[src/rtl/key_store.sv]
// key_store: read-only key slots streamed one 16-bit word at a time over a
// valid/ready handshake. Each slot can be locked until the next reset.
module key_store #(
  parameter int NUM_SLOTS = 4,
  parameter int KEY_WORDS = 8,
  parameter int SLOT_MSB  = 1,
  parameter int WORD_MSB  = 2
) (
  input  logic              mclk,
  input  logic              reset_n,
  input  logic              exec_en,
  input  logic              rd_req,
  input  logic [SLOT_MSB:0] rd_slot,
  input  logic              lock_req,
  input  logic [SLOT_MSB:0] lock_slot,
  input  logic              key_ready,
  output logic              rd_ack,
  output logic [15:0]       key_dout,
  output logic              key_valid,
  output logic              key_last,
  output logic              busy,
  output logic              err
);

  typedef enum logic [1:0] {IDLE, LOAD, STREAM} state_t;

  localparam logic [WORD_MSB:0] ONE_W = 1;

  state_t               state_q, state_d;
  logic [SLOT_MSB:0]    slot_p0, slot_d;
  logic [WORD_MSB:0]    cnt_p0, cnt_d;
  logic [15:0]          dout_p1, dout_d;
  logic                 vld_p1, vld_d;
  logic                 last_p1, last_d;
  logic                 ack_q, ack_d;
  logic                 err_q, err_d;
  logic [NUM_SLOTS-1:0] lock_q;
  logic                 slot_ok, rd_locked, same_lock, cur_lock_hit;

  // Key ROM contents: upper nibble A, then slot number, then word index.
  function automatic logic [15:0] rom_word(input logic [SLOT_MSB:0] s,
                                           input logic [WORD_MSB:0] w);
    logic [3:0] s4;
    logic [7:0] w8;
    s4 = 4'(s);
    w8 = 8'(w);
    return {4'hA, s4, w8};
  endfunction

  // Request qualification: slot range, existing lock, and a lock arriving
  // in the same cycle as the request for that slot.
  always_comb begin
    slot_ok   = (int'(rd_slot) < NUM_SLOTS);
    rd_locked = 1'b0;
    for (int i = 0; i < NUM_SLOTS; i++) begin
      if (int'(rd_slot) == i) rd_locked = lock_q[i];
    end
    same_lock    = lock_req && (lock_slot == rd_slot);
    cur_lock_hit = lock_req && (lock_slot == slot_p0);
  end

  // Next-state and next-output logic; aborts take priority over transfers.
  always_comb begin
    state_d = state_q;
    slot_d  = slot_p0;
    cnt_d   = cnt_p0;
    dout_d  = dout_p1;
    vld_d   = vld_p1;
    last_d  = last_p1;
    ack_d   = 1'b0;
    err_d   = 1'b0;
    unique case (state_q)
      IDLE: begin
        if (rd_req) begin
          if (exec_en && slot_ok && !rd_locked && !same_lock) begin
            state_d = LOAD;
            slot_d  = rd_slot;
            cnt_d   = '0;
            ack_d   = 1'b1;
          end else begin
            err_d = 1'b1;
          end
        end
      end
      LOAD, STREAM: begin
        if (!exec_en || cur_lock_hit) begin
          state_d = IDLE;
          cnt_d   = '0;
          dout_d  = 16'h0000;
          vld_d   = 1'b0;
          last_d  = 1'b0;
          err_d   = 1'b1;
        end else if (state_q == LOAD) begin
          state_d = STREAM;
          dout_d  = rom_word(slot_p0, '0);
          vld_d   = 1'b1;
          last_d  = (KEY_WORDS == 1);
        end else if (key_ready) begin
          if (last_p1) begin
            state_d = IDLE;
            cnt_d   = '0;
            dout_d  = 16'h0000;
            vld_d   = 1'b0;
            last_d  = 1'b0;
          end else begin
            cnt_d  = cnt_p0 + ONE_W;
            dout_d = rom_word(slot_p0, cnt_p0 + ONE_W);
            last_d = (int'(cnt_p0) + 1 == KEY_WORDS - 1);
          end
        end
      end
      default: state_d = IDLE;
    endcase
  end

  // Stage p0: control state, captured slot and word counter.
  // Stage p1: registered key word with its valid/last flags.
  always_ff @(posedge mclk or negedge reset_n) begin
    if (!reset_n) begin
      state_q <= IDLE;
      slot_p0 <= '0;
      cnt_p0  <= '0;
      dout_p1 <= 16'h0000;
      vld_p1  <= 1'b0;
      last_p1 <= 1'b0;
      ack_q   <= 1'b0;
      err_q   <= 1'b0;
    end else begin
      state_q <= state_d;
      slot_p0 <= slot_d;
      cnt_p0  <= cnt_d;
      dout_p1 <= dout_d;
      vld_p1  <= vld_d;
      last_p1 <= last_d;
      ack_q   <= ack_d;
      err_q   <= err_d;
    end
  end

  // Lock bits only ever get set; out-of-range lock slots match no bit.
  always_ff @(posedge mclk or negedge reset_n) begin
    if (!reset_n) begin
      lock_q <= '0;
    end else begin
      for (int i = 0; i < NUM_SLOTS; i++) begin
        if (lock_req && int'(lock_slot) == i) lock_q[i] <= 1'b1;
      end
    end
  end

  assign rd_ack    = ack_q;
  assign err       = err_q;
  assign key_dout  = dout_p1;
  assign key_valid = vld_p1;
  assign key_last  = last_p1;
  assign busy      = (state_q != IDLE);

endmodule

[config.mk]
export PLATFORM = sky130hd
export DESIGN_NAME = key_store
export DESIGN_NICKNAME = d
export VERILOG_FILES = /design/src/rtl/key_store.sv
export SDC_FILE = /design/constraint.sdc
export NUM_CORES = 1
export LEC_CHECK = 0
export ABC_AREA = 1
export CORE_MARGIN = 1.5
export CORE_UTILIZATION = 35
export CTS_BUF_LIST = sky130_fd_sc_hd__clkbuf_8
export CTS_CLUSTER_SIZE = 8
export DETAILED_ROUTE_END_ITERATION = 10
export HOLD_SLACK_MARGIN = 0.12
export PLACE_DENSITY_LB_ADDON = 0.08
export SETUP_SLACK_MARGIN = 0.1
export SLEW_MARGIN = 20
export SYNTH_ARGS = -nofsm -noshare
export SYNTH_HDL_FRONTEND = slang
export SYNTH_SLANG_ARGS = --single-unit
[constraint.sdc]
create_clock -name mclk -period 3.75 [get_ports mclk]
set_input_delay 0.375 -clock mclk [delete_from_list [all_inputs] [get_ports mclk]]
set_output_delay 0.375 -clock mclk [all_outputs]
set_load 0.01 [all_outputs]
## Yosys cells after proc, flatten, opt, wreduce, memory -nomap -nowiden

Index checks and enable logic that the tools add are counted.

| word-level totals | value |
|---|---|
| flip-flop bits (word level) | 31 |
| latch bits | 0 |
| memory bits (writable) | 0 |
| bits in read-only memories | 0 |
| input bits | 10 |
| output and inout bits | 21 |
| logic and storage cells | 93 |
| memories | 0 |

| cells by class | value |
|---|---|
| add/subtract/negate cells | 2 |
| multiply operators | 0 |
| div/mod/pow operators | 0 |
| order comparisons | 0 |
| equal/unequal tests | 17 |
| shift operators | 0 |
| muxes and demuxes | 37 |
| bitwise logic cells | 0 |
| reduce and logical (&&, ||, !) cells | 25 |

Operators by type and width:

| cell | count |
|---|---|
| 16-bit two-way mux | 4 |
| 1-bit two-way mux | 18 |
| 3-bit two-way mux | 6 |
| 2-bit two-way mux | 6 |
| 2-bit == test (second input constant) | 5 |
| 1-bit logical AND | 8 |
| 4-bit != test (second input constant) | 2 |
| 2-bit by 1-bit == test with 1-bit output (second input constant) | 3 |
| 2-bit logical NOT | 3 |
| 3-bit != test (second input constant) | 2 |
| 3-bit case mux with 2 select lines | 1 |
| 3-bit AND reduction | 2 |
| 3-bit nonzero test | 2 |
| 5-bit AND reduction | 1 |
| 3-bit by 1-bit adder with 4-bit output (second input constant) | 1 |
| 2-bit == test | 2 |
| 4-bit by 3-bit == test with 1-bit output (second input constant) | 1 |
| 2-bit != test (second input constant) | 2 |
| 2-bit case mux with 2 select lines | 1 |
| 4-bit AND reduction | 1 |
| 2-bit nonzero test | 2 |
| 3-bit by 1-bit adder with 3-bit output (second input constant) | 1 |
| 1-bit logical NOT | 3 |
| 1-bit case mux with 2 select lines | 1 |
| 3 further kinds | 3 |

## Longest topological paths before layout

Gate-level depths: netlist of run 1.

| depth | value |
|---|---|
| word-level depth | 11 |
| depth in mapped cells | 12 |

## Least setup slack after synthesis of run 1

OpenSTA, ideal clock, no wires.

| timing | value |
|---|---|
| path kind | register to register |
| start point | reg state_q[0] |
| end point | reg last_p1 (netlist: key_last) |
| library setup time | 0.066 ns |
| arrival time | 1.363 ns |
| required time | 3.684 ns |
| setup slack | 2.322 ns |
| stages on the path, launching flop included | 7 |
| cell sequence | dfrtp_1 inv_1 ha_1 inv_1 nor3_1 nand4_1 nand2_1 |

| between the ends | value |
|---|---|
| longest elaborated chain between the ends | 3 |
| elaborated cells between the ends (all ways) | 7 |

Ends and longest elaborated chain:

| what | line | source |
|---|---|---|
| from (decl) | 29 | `state_t state_q, state_d;` |
| from (signal assigned) | 129 | `state_q <= state_d;` |
| 2-bit by 1-bit == test with 1-bit output or 2-bit == test (tied branches) | 72, 93 |  |
| 3-bit nonzero test (no line), or another cell as far along | n/a |  |
| 2-bit AND reduction (no line) or 1-bit two-way mux (tied branches) | n/a |  |
| to (signal assigned) | 134 | `last_p1 <= last_d;` |
| to (decl) | 34 | `logic last_p1, last_d;` |

Parallel ways exist; a longest one is shown, timed or not.
A chain may end at the register's enable or synchronous reset.

## Final worst setup path of run 1

| timing | value |
|---|---|
| start point | reg state_q[0] |
| end point | out busy |

| between the ends | value |
|---|---|
| longest elaborated chain between the ends | 1 |

Ends and longest elaborated chain:

| what | line | source |
|---|---|---|
| 2-bit nonzero test | 156 | `assign busy = (state_q != IDLE);` |
| to (decl) | 21 | `output logic busy,` |

Every way passes these cells.

==> metrics.csv, run 1 <==
metric;value;unit
Reg power frac;34.8;%
clk root buf;clkbuf_8;
largest net degree at the start of global routing;22;
drt pass-1 iters;4;
Critical Path End Type;primary output;
grt met2 use;21.6;%
area share of the largest cell type after synthesis;40.6;%
area post-placement;1500;sq um
Iteration-0 DRC Markers;32;
Switch Pwr;0.000404;W
Yosys reg bits;21;
total CTS buffers;3;
Tcrit/Tclk final;54.8;%
max cap viols;0;
Most Frequent Cell on Critical Path;inv_1;
maximum root-to-sink buffer count;2;
Antenna Nets Post-Route;0;
post-cts sizing count;0;
internal power;0.000559;W
Top Ports;31;
Crit Path Max Fanout;4;
gr ovfl total;0;
nets@finish;194;
Clock power frac;15.8;%
asr flop ratio synth;100;%
Fmax;487;MHz
num rows;21;
Reg clk slew, reported paths;0.09;ns
Final Cell Area;1550;sq um
vias in the first global route;977;
critical path class;flip-flop to primary output;
switch share;42.0;%
Most Crowded Layer GR;met2;
Initial Utilization;37.6;%
DIE AREA;4070;sq um
Seq/Total Area, Yosys;40.6;%
synthesized instance count;154;
Finish-stage setup viols;0;
met3 usage;2.29;%
Pleak;0.772;nW
most common flop cell mapped by yosys;dfrtp_1;
run status;complete, no violations;
Setup Slack @ Placement;1.80;ns
Crit. path cell count;4;
Worst IR Drop VDD;0.273;mV
RSZ-0062 raised after global routing;no;
Cell variety after synth;25;
Pwr Density;622;nW/um^2
synth top area cells;dfrtp_1 (41%), nand2_1 (13%), buf_4 (5.8%), ha_1 (5.8%), nand3_1 (5.8%);
CP bufs+invs;3;
Final Hold Viols;0;
later-pin clock latency in the skew report;0.26;ns
ANT cells;0;
WL per Instance;11.1;um
critical path arrival;1.68;ns
Max Slew Vio Count;0;
synthesized area per cell;8.41;sq um
fin crit period;2.05;ns
CTS tree;built;
setup ws final;1.70;ns
clk sinks;21;
Detailed Route WL;2480;um
Buffers on Ports;21;
GRT Total Usage;14.0;%
initial antenna violation count;0;
Detailed Place HPWL;1930;um
Min-Delay Path Class;flip-flop to flip-flop;
hold path depth;1;
Comb pwr share;49.4;%
Post-Route Skew;0.00745;ns
Yosys Warn Count;0;
layout cells sized above 1;16.4;%
H-Tree Depth;1;
hold slack;0.476;ns
first-pass GRT wire length;4620;um
Worst Path Required;3.38;ns
Yosys top cell by area;dfrtp_1;
Post-synth EDFFs;0;
Post-route DRC;0;
number of vias per cell;4.57;
Worst path slowest cell;clkdlybuf4s50_1;
die width;63.8;um
delay-heaviest family, CP;buffers and inverters;
Area Overhead vs Synth;19.6;%
core area;3440;sq um
crit-path cells;inv_1, ha_1, inv_1, clkdlybuf4s50_1;
CP peak stage delay;0.54;ns
gpl congestion;0.742;
Worst Setup Start Kind;flip-flop;
die height;63.8;um
Worst R2R Path Depth;6;
DR vias;1020;
setup tns final;0;ns
M1 GR Usage;20.0;%
Post-Syn Area;1290;sq um
[power by group through the flow]
stage | Clock (W) | Combinational, W | Sequential (W)
2_1_floorplan | 0 | 0.000350 | 0.000346
3_3_place_gp | 0 | 0.000473 | 0.000336
3_5_place_dp | 0 | 0.000479 | 0.000339
4_1_cts | 0.000159 | 0.000481 | 0.000335
5_1_grt | 0.000168 | 0.000540 | 0.000346
6_report | 0.000152 | 0.000476 | 0.000335
[synth_stat cells, types with 2 or more instances]
library cell,count
nand3_1,15
nand2_4,3
nand2_1,44
o21ai_0,2
o2111ai_1,2
ha_1,6
nor2_1,2
nand4_1,4
nor3_1,3
xnor2_1,2
o21ai_2,5
a31o_2,4
nor2_2,2
inv_2,3
buf_4,10
dfrtp_1,21
nand2_2,4
inv_1,14
a21oi_1,2
[worst reg2reg max path: stages (launching register included)]
cell,delay [ns]
dfrtp_1,0.42
inv_1,0.09
ha_1,0.45
inv_1,0.12
nor3_1,0.36
nand3_1,0.13
nand2_1,0.09
[metrics by stage]
step / total power (W) / util (%) / instances
after global placement: 0.000809 / 43.5 / 218
after floorplan: 0.000696 / - / 162
after global routing: 0.00105 / 45.0 / 223
after CTS: 0.000975 / 44.9 / 222
final: 0.000963 / 45.0 / 223
after detailed placement: 0.000817 / 43.5 / 218
[final cells by class]
type | count | area [sq um]
fillers | 369 | 1890
inverters | 18 | 70.1
repair buffers | 22 | 215
clock buffers | 3 | 41.3
flip-flops and latches | 21 | 526
multi-input cells | 112 | 634
well taps | 46 | 57.6
clock inverters | 1 | 5.00
[state kept, by name, indices dropped and copies added, names as in the netlist, 2 cells and up]
name / cells
key_dout: 6
lock_q: 4
cnt_p0: 3
slot_p0: 2
state_q: 2
[metal layers]
layer,vias to the layer above,routed length (um),part of all wire [%]
met5,-,0,0
met4,0,13,0.52
met3,2,115,4.6
met2,29,1120,45
met1,465,1240,50
li1,524,-,-
[cells in the final DEF, fill, tap and decap left out, types with 4 or more instances in the layout]
| cell | count |
|---|---|
| a31o_2 | 4 |
| clkdlybuf4s50_1 | 20 |
| conb_1 | 9 |
| dfrtp_1 | 21 |
| ha_1 | 6 |
| inv_1 | 14 |
| nand2_1 | 44 |
| nand2_2 | 4 |
| nand3_1 | 15 |
| nand4_1 | 4 |
| o21ai_2 | 5 |
[final timing paths]
path,from,endpoint,slack (ns)
min in group asynchronous,reset_n,lock_q[2]$_DFFE_PN0P_,0.60
max in group asynchronous,reset_n,key_valid$_DFFE_PN0P_,2.81
hold reg to reg,lock_q[3]$_DFFE_PN0P_,lock_q[3]$_DFFE_PN0P_,0.48
setup / recovery,state_q[0]$_DFFE_PN0P_,busy,1.70
setup reg to reg,state_q[0]$_DFFE_PN0P_,key_dout[2]$_DFFE_PN0P_,2.04
hold / removal,lock_q[3]$_DFFE_PN0P_,lock_q[3]$_DFFE_PN0P_,0.48
[cells by family after synthesis]
logic type,synth area share [%]
AND/OR/NAND/NOR,29.6
XOR/XNOR,2.03
buffers and inverters,12.8
AO/OA/AOI/OAI,8.99
other,0.290
adder cells (fa/ha/maj),5.80
flip-flops,40.6
[repair_timing]
item	in CTS	in global routing
endpoints found under the hold margin	0	21
buffers inserted	0	0
hold buffers	0	1
(Power assumes the default switching activity.)
==> inputs of run 2 (changes only) <==
==> constraint.sdc (replaced) <==
create_clock -name mclk -period 2.04 [get_ports mclk]
set_input_delay 0.204 -clock mclk [delete_from_list [all_inputs] [get_ports mclk]]
set_output_delay 0.204 -clock mclk [all_outputs]
set_load 0.01 [all_outputs]
==> run 2 against run 1 <==
Effect of this change:
- die area stayed put
- largest power group unchanged
- sequential power grew 82%
- clock skew fell by 0.0043 ns
- clock power up 81%
- global-route usage is 0.37 points higher
- final cell count increased by 1.3%
- count of clock-buffer cells in the layout stayed put
- hold slack got worse by 0.18 ns
- power increased by 86%
- register-to-register slack worse by 1.7 ns
- combinational power increased by 91%
==> metrics.csv, run 2 (synthesized netlist as in run 1, its figures left out) <==
metric;value;unit
run status;complete, no violations;
critical path class;flip-flop to flip-flop;
num rows;21;
Worst IR Drop VDD;0.687;mV
die height;63.8;um
Top Ports;31;
max FFs per register;6;
maximum root-to-sink buffer count;2;
number of vias per cell;4.50;
clk sinks;21;
setup tns final;0;ns
grt met2 use;22.9;%
fin crit period;1.70;ns
Max Slew Vio Count;0;
Pleak;0.802;nW
nets@finish;197;
vias in the first global route;1026;
Detailed Route WL;2530;um
DIE AREA;4070;sq um
DR vias;1018;
gr ovfl total;0;
M1 GR Usage;19.6;%
Final Hold Viols;0;
layout cells sized above 1;17.8;%
ANT cells;0;
Pwr Density;1140;nW/um^2
Reg clk slew, reported paths;0.08;ns
Iteration-0 DRC Markers;43;
critical path arrival;1.90;ns
fin util;45.8;%
core area;3440;sq um
RSZ-0062 raised after global routing;no;
initial antenna violation count;0;
Tcrit/Tclk final;83.2;%
total CTS buffers;3;
Worst Setup Start Kind;flip-flop;
most common cell after layout, fill and taps aside;nand2_1;
Initial Utilization;37.6;%
CTS tree;built;
Antenna Nets Post-Route;0;
Crit Path Max Fanout;7;
commonest non-fill, non-tap cells in the layout;nand2_1 (44), dfrtp_1 (21), clkdlybuf4s50_1 (20);
Post-route DRC;0;
GRT Total Usage;14.3;%
Detailed Place HPWL;1950;um
met3 usage;1.76;%
H-Tree Depth;1;
Post-Route Skew;0.00315;ns
Buffers on Ports;21;
first-pass GRT wire length;4670;um
Area Overhead vs Synth;21.7;%
drt pass-1 iters;4;
Min-Delay Path Class;input port to asynchronous set/reset pin;
later-pin clock latency in the skew report;0.26;ns
max cap viols;0;
Most Crowded Layer GR;met2;
largest net degree at the start of global routing;22;
gpl congestion;0.768;
Worst Path Required;2.24;ns
WL per Instance;11.2;um
Critical Path End Type;flip-flop;
Finish-stage setup viols;0;
die width;63.8;um
Fmax;589;MHz
clk root buf;clkbuf_8;
run 2: cell types whose count changed in the layout (fill, tap and decap cells not counted), sizes merged:
cell / delta
dlygate4sd3: -1
buf: +3
dlymetal6s2s: +1
run 2: worst max-delay path, cell delays in order (launching register included):
cell and delay, ns:
dfrtp_1 0.40, inv_1 0.08, ha_1 0.45, inv_1 0.12
nor3_1 0.37, nand4_1 0.14, nand2_1 0.08
run 2: path summary, 6_finish.rpt:
| path | start | slack (ns) | end | depth (start not counted) |
|---|---|---|---|---|
| max | state_q[0]$_DFFE_PN0P_ | 0.34 | key_last$_DFFE_PN0P_ | 6 |
| min | reset_n | 0.29 | lock_q[2]$_DFFE_PN0P_ | 2 |
| max reg2reg | state_q[0]$_DFFE_PN0P_ | 0.34 | key_last$_DFFE_PN0P_ | 6 |
| min reg2reg | key_dout[2]$_DFFE_PN0P_ | 0.48 | key_dout[2]$_DFFE_PN0P_ | 2 |
| max in group asynchronous | reset_n | 1.52 | key_dout[2]$_DFFE_PN0P_ | 2 |
| min in group mclk | key_dout[2]$_DFFE_PN0P_ | 0.48 | key_dout[2]$_DFFE_PN0P_ | 2 |
run 2: power breakdown:
part	internal [W]	leakage, nW	switching, W
Combinational	0.000391	0.515	0.000519
Clock	0.000136	0.0255	0.000139
Sequential	0.000527	0.262	0.0000830
run 2: repair_timing:
action                                  CTS  global route
buffers inserted                          0             3
endpoints found under the setup margin    0             1
hold buffers                              0             0
resized for setup                         0             1
run 2: cell type report:
class | count | area [sq um]
Inverter | 18 | 70.1
Clock buffer | 3 | 41.3
Fill cell | 357 | 1870
Sequential cell | 21 | 526
Multi-Input combinational cell | 112 | 634
Timing Repair Buffer | 25 | 243
Clock inverter | 1 | 5.00
Tap cell | 46 | 57.6
run 2: routing by layer:
metal	up-vias	wire (um)
met3	4	83
met2	24	1130
li1	532	-
met4	0	38
met1	458	1280
met5	-	0
run 2: through the flow:
| step | cell area (sq um) | setup slack, ns | total power, W | hold WS [ns] | std cells |
|---|---|---|---|---|---|
| 3_5_place_dp | 1510 | 0.269 | 0.00150 | 0.460 | 219 |
| 6_report | 1580 | 0.344 | 0.00179 | 0.292 | 226 |
| 2_1_floorplan | 1330 | 0.612 | 0.00128 | -0.0916 | 162 |
| 3_3_place_gp | 1510 | 0.279 | 0.00149 | 0.456 | 219 |
| 5_1_grt | 1580 | 0.160 | 0.00198 | 0.315 | 226 |
| 4_1_cts | 1550 | 0.158 | 0.00179 | 0.295 | 223 |
